### src/rtl/sipo_rx_pkg.sv
// sipo_rx_pkg
//   Shared constants for the serial-in / parallel-out receiver slice.
//   Holds the default word geometry so the top and the shift core agree
//   on their parameter defaults.
package sipo_rx_pkg;

    // Default word width and bit order of the piso/sipo link.
    localparam int SIPO_WIDTH_DEF     = 4;
    localparam bit SIPO_MSB_FIRST_DEF = 1'b0;

endpackage : sipo_rx_pkg

### src/rtl/sipo_shift_core.sv
// sipo_shift_core
//   Shift register plus bit counter for the SIPO receiver. Samples din_i on
//   every enabled clock, and flags the completing bit of each word.
//
// Ports
//   clk          clock, rising edge
//   rst          asynchronous active-high reset
//   enable_i     din_i carries a valid serial bit this cycle
//   din_i        serial data bit
//   clear_i      synchronous abort of the partial word (wins over enable_i)
//   word_o       assembled word including the bit sampled this cycle
//   word_done_o  single-cycle strobe: word_o is complete on this edge
//   bit_cnt_o    bits of the current partial word received so far
module sipo_shift_core
    import sipo_rx_pkg::*;
#(
    parameter int WIDTH     = SIPO_WIDTH_DEF,
    parameter bit MSB_FIRST = SIPO_MSB_FIRST_DEF,
    localparam int CW       = $clog2(WIDTH)
) (
    input  logic             clk,
    input  logic             rst,
    input  logic             enable_i,
    input  logic             din_i,
    input  logic             clear_i,
    output logic [WIDTH-1:0] word_o,
    output logic             word_done_o,
    output logic [CW-1:0]    bit_cnt_o
);

    localparam logic [CW-1:0] CNT_LAST = CW'(WIDTH - 1);

    logic [WIDTH-1:0] shreg_q, shreg_d;
    logic [CW-1:0]    cnt_q, cnt_d;
    logic             done;

    always_comb begin
        shreg_d = shreg_q;
        cnt_d   = cnt_q;
        done    = 1'b0;
        if (clear_i) begin
            shreg_d = '0;
            cnt_d   = '0;
        end else if (enable_i) begin
            if (MSB_FIRST) begin
                shreg_d = {shreg_q[WIDTH-2:0], din_i};
            end else begin
                shreg_d = {din_i, shreg_q[WIDTH-1:1]};
            end
            if (cnt_q == CNT_LAST) begin
                cnt_d = '0;
                done  = 1'b1;
            end else begin
                cnt_d = cnt_q + CW'(1);
            end
        end
    end

    always_ff @(posedge clk or posedge rst) begin
        if (rst) begin
            shreg_q <= '0;
            cnt_q   <= '0;
        end else begin
            shreg_q <= shreg_d;
            cnt_q   <= cnt_d;
        end
    end

    // The word is taken from the next-state value so that the completing bit
    // is included; the top registers it on the same edge.
    assign word_o      = shreg_d;
    assign word_done_o = done;
    assign bit_cnt_o   = cnt_q;

endmodule : sipo_shift_core

### src/rtl/sipo_rx.sv
// sipo_rx
//   Serial-in, parallel-out receiver: receive end of the piso serial link.
//   Assembles WIDTH bits into a word and offers it on a valid/ready port
//   through a one-word holding register, so reception continues while the
//   consumer stalls. A word completed while the holding register is full and
//   not being consumed is dropped and sets the sticky overrun flag.
//
// Ports
//   clk       clock, rising edge
//   rst       asynchronous active-high reset
//   enable    din holds a valid serial bit this cycle
//   din       serial data bit
//   clear     synchronous abort: drops partial word, clears overrun
//   data_out  received word (holding register)
//   valid     data_out holds an unconsumed word
//   ready     consumer accepts data_out when valid && ready
//   overrun   sticky: a completed word was dropped
//   bit_cnt   bits of the current partial word received so far
module sipo_rx
    import sipo_rx_pkg::*;
#(
    parameter int WIDTH     = SIPO_WIDTH_DEF,   // must be >= 2
    parameter bit MSB_FIRST = SIPO_MSB_FIRST_DEF,
    localparam int CW       = $clog2(WIDTH)
) (
    input  logic             clk,
    input  logic             rst,
    input  logic             enable,
    input  logic             din,
    input  logic             clear,
    output logic [WIDTH-1:0] data_out,
    output logic             valid,
    input  logic             ready,
    output logic             overrun,
    output logic [CW-1:0]    bit_cnt
);

    logic [WIDTH-1:0] word;
    logic             word_done;

    logic [WIDTH-1:0] data_q, data_d;
    logic             valid_q, valid_d;
    logic             overrun_q, overrun_d;

    sipo_shift_core #(
        .WIDTH     (WIDTH),
        .MSB_FIRST (MSB_FIRST)
    ) u_core (
        .clk         (clk),
        .rst         (rst),
        .enable_i    (enable),
        .din_i       (din),
        .clear_i     (clear),
        .word_o      (word),
        .word_done_o (word_done),
        .bit_cnt_o   (bit_cnt)
    );

    always_comb begin
        data_d    = data_q;
        valid_d   = valid_q;
        overrun_d = overrun_q;

        if (valid_q && ready) begin
            valid_d = 1'b0;
        end

        // A slot is free if empty or being emptied on this very edge, which
        // lets back-to-back words stream with ready tied high.
        if (word_done) begin
            if (!valid_q || ready) begin
                data_d  = word;
                valid_d = 1'b1;
            end else begin
                overrun_d = 1'b1;
            end
        end

        // word_done is never raised together with clear, so this cannot
        // mask an overrun raised on the same edge.
        if (clear) begin
            overrun_d = 1'b0;
        end
    end

    always_ff @(posedge clk or posedge rst) begin
        if (rst) begin
            data_q    <= '0;
            valid_q   <= 1'b0;
            overrun_q <= 1'b0;
        end else begin
            data_q    <= data_d;
            valid_q   <= valid_d;
            overrun_q <= overrun_d;
        end
    end

    assign data_out = data_q;
    assign valid    = valid_q;
    assign overrun  = overrun_q;

endmodule : sipo_rx

### config.mk
export PLATFORM = sky130hd
export DESIGN_NAME = sipo_rx
export DESIGN_NICKNAME = d
export VERILOG_FILES = /design/src/rtl/sipo_rx_pkg.sv /design/src/rtl/sipo_shift_core.sv /design/src/rtl/sipo_rx.sv
export SDC_FILE = /design/constraint.sdc
export NUM_CORES = 1
export LEC_CHECK = 0
export ABC_CLOCK_PERIOD_IN_PS = 1150
export CORE_UTILIZATION = 39
export CTS_CLUSTER_DIAMETER = 60
export DETAILED_ROUTE_END_ITERATION = 7
export MAX_ROUTING_LAYER = met4
export PLACE_DENSITY = 0.7
export SKIP_LAST_GASP = 1
export SYNTH_ARGS = -nofsm -noshare
export SYNTH_HDL_FRONTEND = slang
export SYNTH_SLANG_ARGS = --single-unit
### constraint.sdc
create_clock -name clk -period 1.15 [get_ports clk]
set_input_delay 0.115 -clock clk [delete_from_list [all_inputs] [get_ports clk]]
set_output_delay 0.115 -clock clk [all_outputs]
set_load 0.01 [all_outputs]
==> impl_metrics.tcl, run 1 <==
set metrics [dict create \
    row_count 12 \
    drt_pass1_iterations 5 \
    path_class "reg -> reg" \
    skew_ns 0.000499 \
    met1Wirelength_um 379 \
    rsz0062_at_grt "true" \
    cp_data_required_time_ns 1.30 \
    path_max_fanout 4 \
    area_growth_pct 42.0 \
    n_antenna_cell 0 \
    synth_most_common_cell "dfrtp_1" \
    yosys-top-cells-area "dfrtp_1 (59%), mux2i_1 (9.8%), mux2_2 (8.8%), nor2_1 (5.2%), nor3_4 (3.2%)" \
    grt_pass1_vias 386 \
    finalCriticalPeriod_ns 1.34 \
    grt_max_degree 13 \
    maxCapViolCount 0 \
    top_layer_used "met4" \
    yosysWarnings 0 \
    slowest_stage "dfrtp_1" \
    final_area_sq_um 723 \
    grt-ovfl-total 0 \
    rrSetupSlack_ns -0.19 \
    place_inst 72 \
    clockRootBuffer "clkbuf_4" \
    synth_fp_nets 47 \
    critical_path_arrival_ns 1.49 \
    wl_met3_um 49 \
    fp.dieW_um 38.1 \
    hold_path_class "in -> async" \
    regToRegEndpoint "data_out[0]$_DFFE_PP0P_" \
    synth_cell_types 15 \
    r2r_cells 4 \
    finalHoldViolCount 0 \
    synthCells 40 \
    instances_no_fill 76 \
    synth_top_area_share_pct 59.0 \
    crit_path_start "u_core.bit_cnt_o[1]$_DFFE_PP0P_" \
    clk_pin_slew_ns 0.07 \
    place_area_sq_um 699 \
    final_max_slew_viol_count 0 \
    insertion_delay_ns 0.26 \
    drcViolationCount 0 \
    path_cells "ha_2 > nand2_2 > nor3_4 > mux2_2" \
    status "finished, violations left" \
    synth_top_area_cell "dfrtp_1" \
    vias_per_cell 4.95 \
    dp_hpwl_um 736 \
    worst_slew_pin_slew_ns 0.452 \
    cts_sinks 12 \
    cts_buffer_depth 2 \
    start_util_pct 44.0 \
    worst_slack_ns -0.189 \
    final_layout_size_suffix_gt1_share_pct 33.9 \
    r2r_start "u_core.bit_cnt_o[1]$_DFFE_PP0P_" \
    leakage_nw 0.394 \
    cts_buffers 3 \
    synth-edff-count 0 \
    port_buffers 13 \
    dr_wl_met2_um 529 \
    synth_ff_type "dfrtp_1" \
    setup_violations 4 \
    routedWlPerCell_um 12.7 \
    num-nets-final 70 \
    grt_antenna_before_repair 0 \
    ir_drop_mv 0.649 \
    die_h_um 38.1 \
    htreeDepth 1 \
    ys_ff_latch 12 \
    synth_common_cells "dfrtp_1 (12), nor2_1 (7), mux2i_1 (5)" \
    postCtsSetupBuffers 0 \
    finalPower_mw 0.869 \
    grt_pass1_wl_um 1660 \
    yosysSeqAreaShare_pct 59.0 \
    power_density_nw_per_um2 1200 \
    place.gp.congestion 0.751 \
    drt_iter0_markers 10 \
    synthArstFlopShare_pct 100 \
    cp-start-kind "register" \
    ant_nets 0 \
    cts_tree "yes" \
    syn_avg_cell_area_sq_um 12.7 \
    fmax_ghz 0.747 \
    worst_setup_path_end_kind "register" \
    vias 376 \
    io-pin-count 14 \
    violations "setup timing" \
    worstSetupEndpoint "data_out[0]$_DFFE_PP0P_" \
    wirelength_um 964 \
    core_sq_um 1160 \
    relSlewSlack_pct 69.8 \
    cpPeakStageDelay_ns 0.37 \
    fin_crit_sh_pct 116 \
    dieArea_sq_um 1450 \
    grtUsageTotal_pct 17.3 \
    synthesis.area_sq_um 509 \
]
[metal layers]
metal	global-route usage [%]	up-vias
li1	-	177
met1	19.3	183
met2	30.9	14
met3	1.74	2
met4	8.04	0
met5	-	-
[what timing repair did]
item,4_1_cts,5_1_grt
endpoints found under the setup margin,12,7
pin swaps,0,0
gates resized for setup,9,4
hold buffers,0,0
[power by group]
part,leakage [nW],switching [mW],internal (mW)
Clock,0.0210,0.134,0.192
Combinational,0.208,0.0465,0.0542
Sequential,0.165,0.00732,0.435
[placed cells by master, fill, tap and decap left out]
cell,Yosys,final
dfrtp_1,12,12
nor2_1,7,7
buf_4,1,7
dlygate4sd2_1,0,6
mux2i_1,5,5
clkdlybuf4s50_1,0,5
mux2_2,4,4
clkbuf_4,0,3
inv_1,2,2
clkbuf_2,1,2
nor2b_1,1,1
nand2_2,1,1
nor3_4,1,1
o21bai_1,1,1
a31oi_1,1,1
nor3b_2,0,1
a21oi_1,1,1
ha_2,0,1
clkbuf_8,0,1
[per-stage QoR]
stage | utilization [%] | hold WS (ns) | setup WS [ns] | setup TNS, ns
2_1_floorplan | - | -0.0203 | -0.188 | -0.752
3_3_place_gp | 60.5 | 0.431 | -0.248 | -1.17
3_5_place_dp | 60.5 | 0.452 | -0.278 | -1.47
4_1_cts | 62.9 | 0.158 | -0.196 | -0.827
5_1_grt | 62.6 | 0.199 | -0.259 | -1.01
6_report | 62.6 | 0.150 | -0.189 | -0.746
[layout make-up]
class,count,area [sq um]
clock buffer,4,36.3
fill,93,433
multi-input combinational,24,196
sequential,12,300
inverter,2,7.51
tap,14,17.5
timing repair buffer,20,165
[kinds of logic (layout without fill, tap and decap cells)]
group,Yosys count,count (layout),share of synthesized area (%)
flops,12,12,59.0
mux,9,9,18.7
fa+ha+maj,1,1,2.46
simple gates,11,11,12.3
compound gates,3,3,3.69
buf+inv,4,26,3.93
[critical path: cells and delay by family, from the launching register on]
| family | cells | cell delay (ns) |
|---|---|---|
| and+or+nand+nor | 2 | 0.30 |
| adders and majority gates | 1 | 0.20 |
| DFF | 1 | 0.37 |
| muxes | 1 | 0.37 |
[how the worst min path moves through the flow]
stage / start / to / slack (ns) / depth (start not counted)
CTS: rst / valid$_DFF_PP0_ / 0.16 / 2
global placement: rst / data_out[0]$_DFFE_PP0P_ / 0.43 / 2
finish: rst / u_core.shreg_q[3]$_DFF_PP0_ / 0.15 / 2
global route: rst / valid$_DFF_PP0_ / 0.20 / 2
detailed placement: rst / u_core.shreg_q[3]$_DFF_PP0_ / 0.45 / 2
floorplan: rst / data_out[0]$_DFFE_PP0P_ / -0.02 / 1
[state kept, by name, summed over array words and instances, names as in the netlist]
| register | flops |
|---|---|
| data_out | 4 |
| u_core.shreg_q | 4 |
| overrun | 1 |
| u_core.bit_cnt_o | 2 |
| valid | 1 |
Power figures use the tool's default switching activity.
==> run 2, diff against run 1 <==
--- a/config.mk
+++ b/config.mk
@@ -9,3 +9,2 @@
 export CORE_UTILIZATION = 39
-export CTS_CLUSTER_DIAMETER = 60
 export DETAILED_ROUTE_END_ITERATION = 7
--- a/constraint.sdc
+++ b/constraint.sdc
@@ -3,2 +3,2 @@
 set_output_delay 0.115 -clock clk [all_outputs]
-set_load 0.01 [all_outputs]
+set_load 0.1 [all_outputs]
==> run 2 against run 1 <==
The flow still finishes with violations (setup timing); worst setup slack worse by 0.031 ns; global-route usage is 6.2 points higher; register-to-register slack worse by 0.03 ns; hold slack worse by 0.020 ns; utilization is 15 points higher; combinational power is 120% higher; sequential share of layout area is 6.7 points lower; non-clock buffer count is 3 higher; critical path type unchanged; largest power group unchanged; highest routed layer unchanged.
==> impl_metrics.tcl, run 2 (synthesis results as in run 1) <==
set metrics [dict create \
    status "finished, violations left" \
    violations "setup timing" \
    worst_slew_pin_slew_ns 0.465 \
    p_comb_share_pct 21.9 \
    port_buffers 13 \
    clk_pin_slew_ns 0.08 \
    grt_antenna_before_repair 0 \
    vias_per_cell 5.01 \
    path_cells "nor2b_4 > nor3_4 > mux2_2" \
    row_count 12 \
    final_layout_size_suffix_gt1_share_pct 55.4 \
    power_switching_mw 0.303 \
    critical_path_arrival_ns 1.54 \
    dp_hpwl_um 883 \
    path_max_fanout 4 \
    ir_drop_mv 0.766 \
    fin_util_pct 77.7 \
    grt_pass1_wl_um 2130 \
    fmax_ghz 0.730 \
    finalCriticalPeriod_ns 1.37 \
    maxCapViolCount 0 \
    dp_worst_setup_slack_ns -0.392 \
    multiInputGateArea_sq_um 224 \
    p_int_mw 0.730 \
    drcViolationCount 0 \
    area_growth_pct 76.4 \
    rsz0062_at_grt "true" \
    drt_pass1_iterations 2 \
    grt_pass1_vias 427 \
    cts_tree "yes" \
    ant_nets 0 \
    power_density_nw_per_um2 1150 \
    fp.dieW_um 38.1 \
    grt_max_degree 13 \
    start_util_pct 44.0 \
    instances_no_fill 79 \
    leakage_nw 0.416 \
    hold-worst-slack_ns 0.130 \
    grt-ovfl-total 0 \
    place.gp.congestion 0.781 \
    io-pin-count 14 \
    cts_buffers 3 \
    htreeDepth 1 \
    place_inst 72 \
    core_sq_um 1160 \
    worst_setup_path_end_kind "register" \
    seqPwrFrac_pct 43.7 \
    wirelength_um 1370 \
    finalHoldViolCount 0 \
    grtUsageTotal_pct 23.6 \
    path_class "reg -> reg" \
    clockRootBuffer "clkbuf_4" \
    cts_buffer_depth 2 \
    final_cell_mix "dfrtp_1 (8), buf_12 (8), nor2_1 (7)" \
    regArea_sq_um 313 \
    hold_path_class "in -> async" \
    dieArea_sq_um 1450 \
    cts_sinks 12 \
    insertion_delay_ns 0.29 \
    fin_crit_sh_pct 119 \
    p_sw_share_pct 29.3 \
    num-nets-final 73 \
    skew_ns 0.00452 \
    cp_data_required_time_ns 1.32 \
    cpPeakStageDelay_ns 0.49 \
    relSlewSlack_pct 69.0 \
    final_max_slew_viol_count 0 \
    cp-start-kind "register" \
    n_antenna_cell 0 \
    fillers 69 \
    die_h_um 38.1 \
    setup_violations 9 \
    vias 396 \
    drt_iter0_markers 6 \
    routedWlPerCell_um 17.3 \
    slowest_stage "dfrtp_4" \
    worst_slack_ns -0.221 \
    power_frac_clock_pct 34.4 \
]
==> run 2: cell count changes in the layout (fill, tap and decap cells not counted), moves of 2 or more <==
cell and delta:
buf_6 +4, buf_12 +8, dfrtp_1 -4, dfrtp_4 +3
dlygate4sd2_1 -6, clkbuf_2 -2
==> run 2: layout make-up <==
| type | instances | share of cell area [%] |
|---|---|---|
| Clock buffer | 4 | 4.04 |
| Inverter | 2 | 0.836 |
| Multi-Input combinational cell | 24 | 24.9 |
| Sequential cell | 12 | 34.8 |
| Tap cell | 14 | 1.95 |
| Timing Repair Buffer | 23 | 33.4 |
==> run 2: per-stage QoR <==
stage          total power [mW]  cell area, sq um  setup TNS (ns)
4_1_cts                    1.02               873           -1.22
2_1_floorplan             0.571               542           -1.54
5_1_grt                    1.06               898           -1.54
6_report                   1.03               898           -1.29
3_3_place_gp              0.652               810           -1.40
3_5_place_dp              0.662               810           -1.83
==> run 2: what timing repair did <==
item | 4_1_cts | 5_1_grt
pin swaps | 0 | 2
hold buffers | 0 | 0
buffers inserted | 2 | 3
setup endpoints to repair | 8 | 9
gates resized for setup | 3 | 6
==> run 2: worst max-delay path: cells and delay by family (launching register included) <==
family           cells  cell delay [ns]
DFF                  1             0.49
muxes                1             0.38
and+or+nand+nor      2             0.39
==> run 2: worst paths after layout <==
check,cells past startpoint,startpoint,slack (ns),to
min in group clk,3,din,0.48,u_core.shreg_q[3]$_DFF_PP0_
min,2,rst,0.13,u_core.bit_cnt_o[0]$_DFFE_PP0P_
max reg2reg,3,valid$_DFF_PP0_,-0.22,data_out[3]$_DFFE_PP0P_
min reg2reg,1,data_out[0]$_DFFE_PP0P_,0.59,data_out[0]$_DFFE_PP0P_
max in group asynchronous,2,rst,0.67,valid$_DFF_PP0_
max,3,valid$_DFF_PP0_,-0.22,data_out[3]$_DFFE_PP0P_
==> run 2: power groups by stage <==
stage | sequential [mW] | clock (mW) | combinational, mW
6_report | 0.451 | 0.355 | 0.226
5_1_grt | 0.453 | 0.366 | 0.238
4_1_cts | 0.450 | 0.348 | 0.217
3_5_place_dp | 0.460 | 0 | 0.202
3_3_place_gp | 0.457 | 0 | 0.195
2_1_floorplan | 0.525 | 0 | 0.0463
==> run 2: metal layers <==
| layer | track usage (%) | share of wire (%) |
|---|---|---|
| met2 | 41.5 | 54 |
| met5 | - | 0 |
| met1 | 26.1 | 39 |
| met3 | 3.49 | 3.8 |
| met4 | 10.7 | 3.1 |
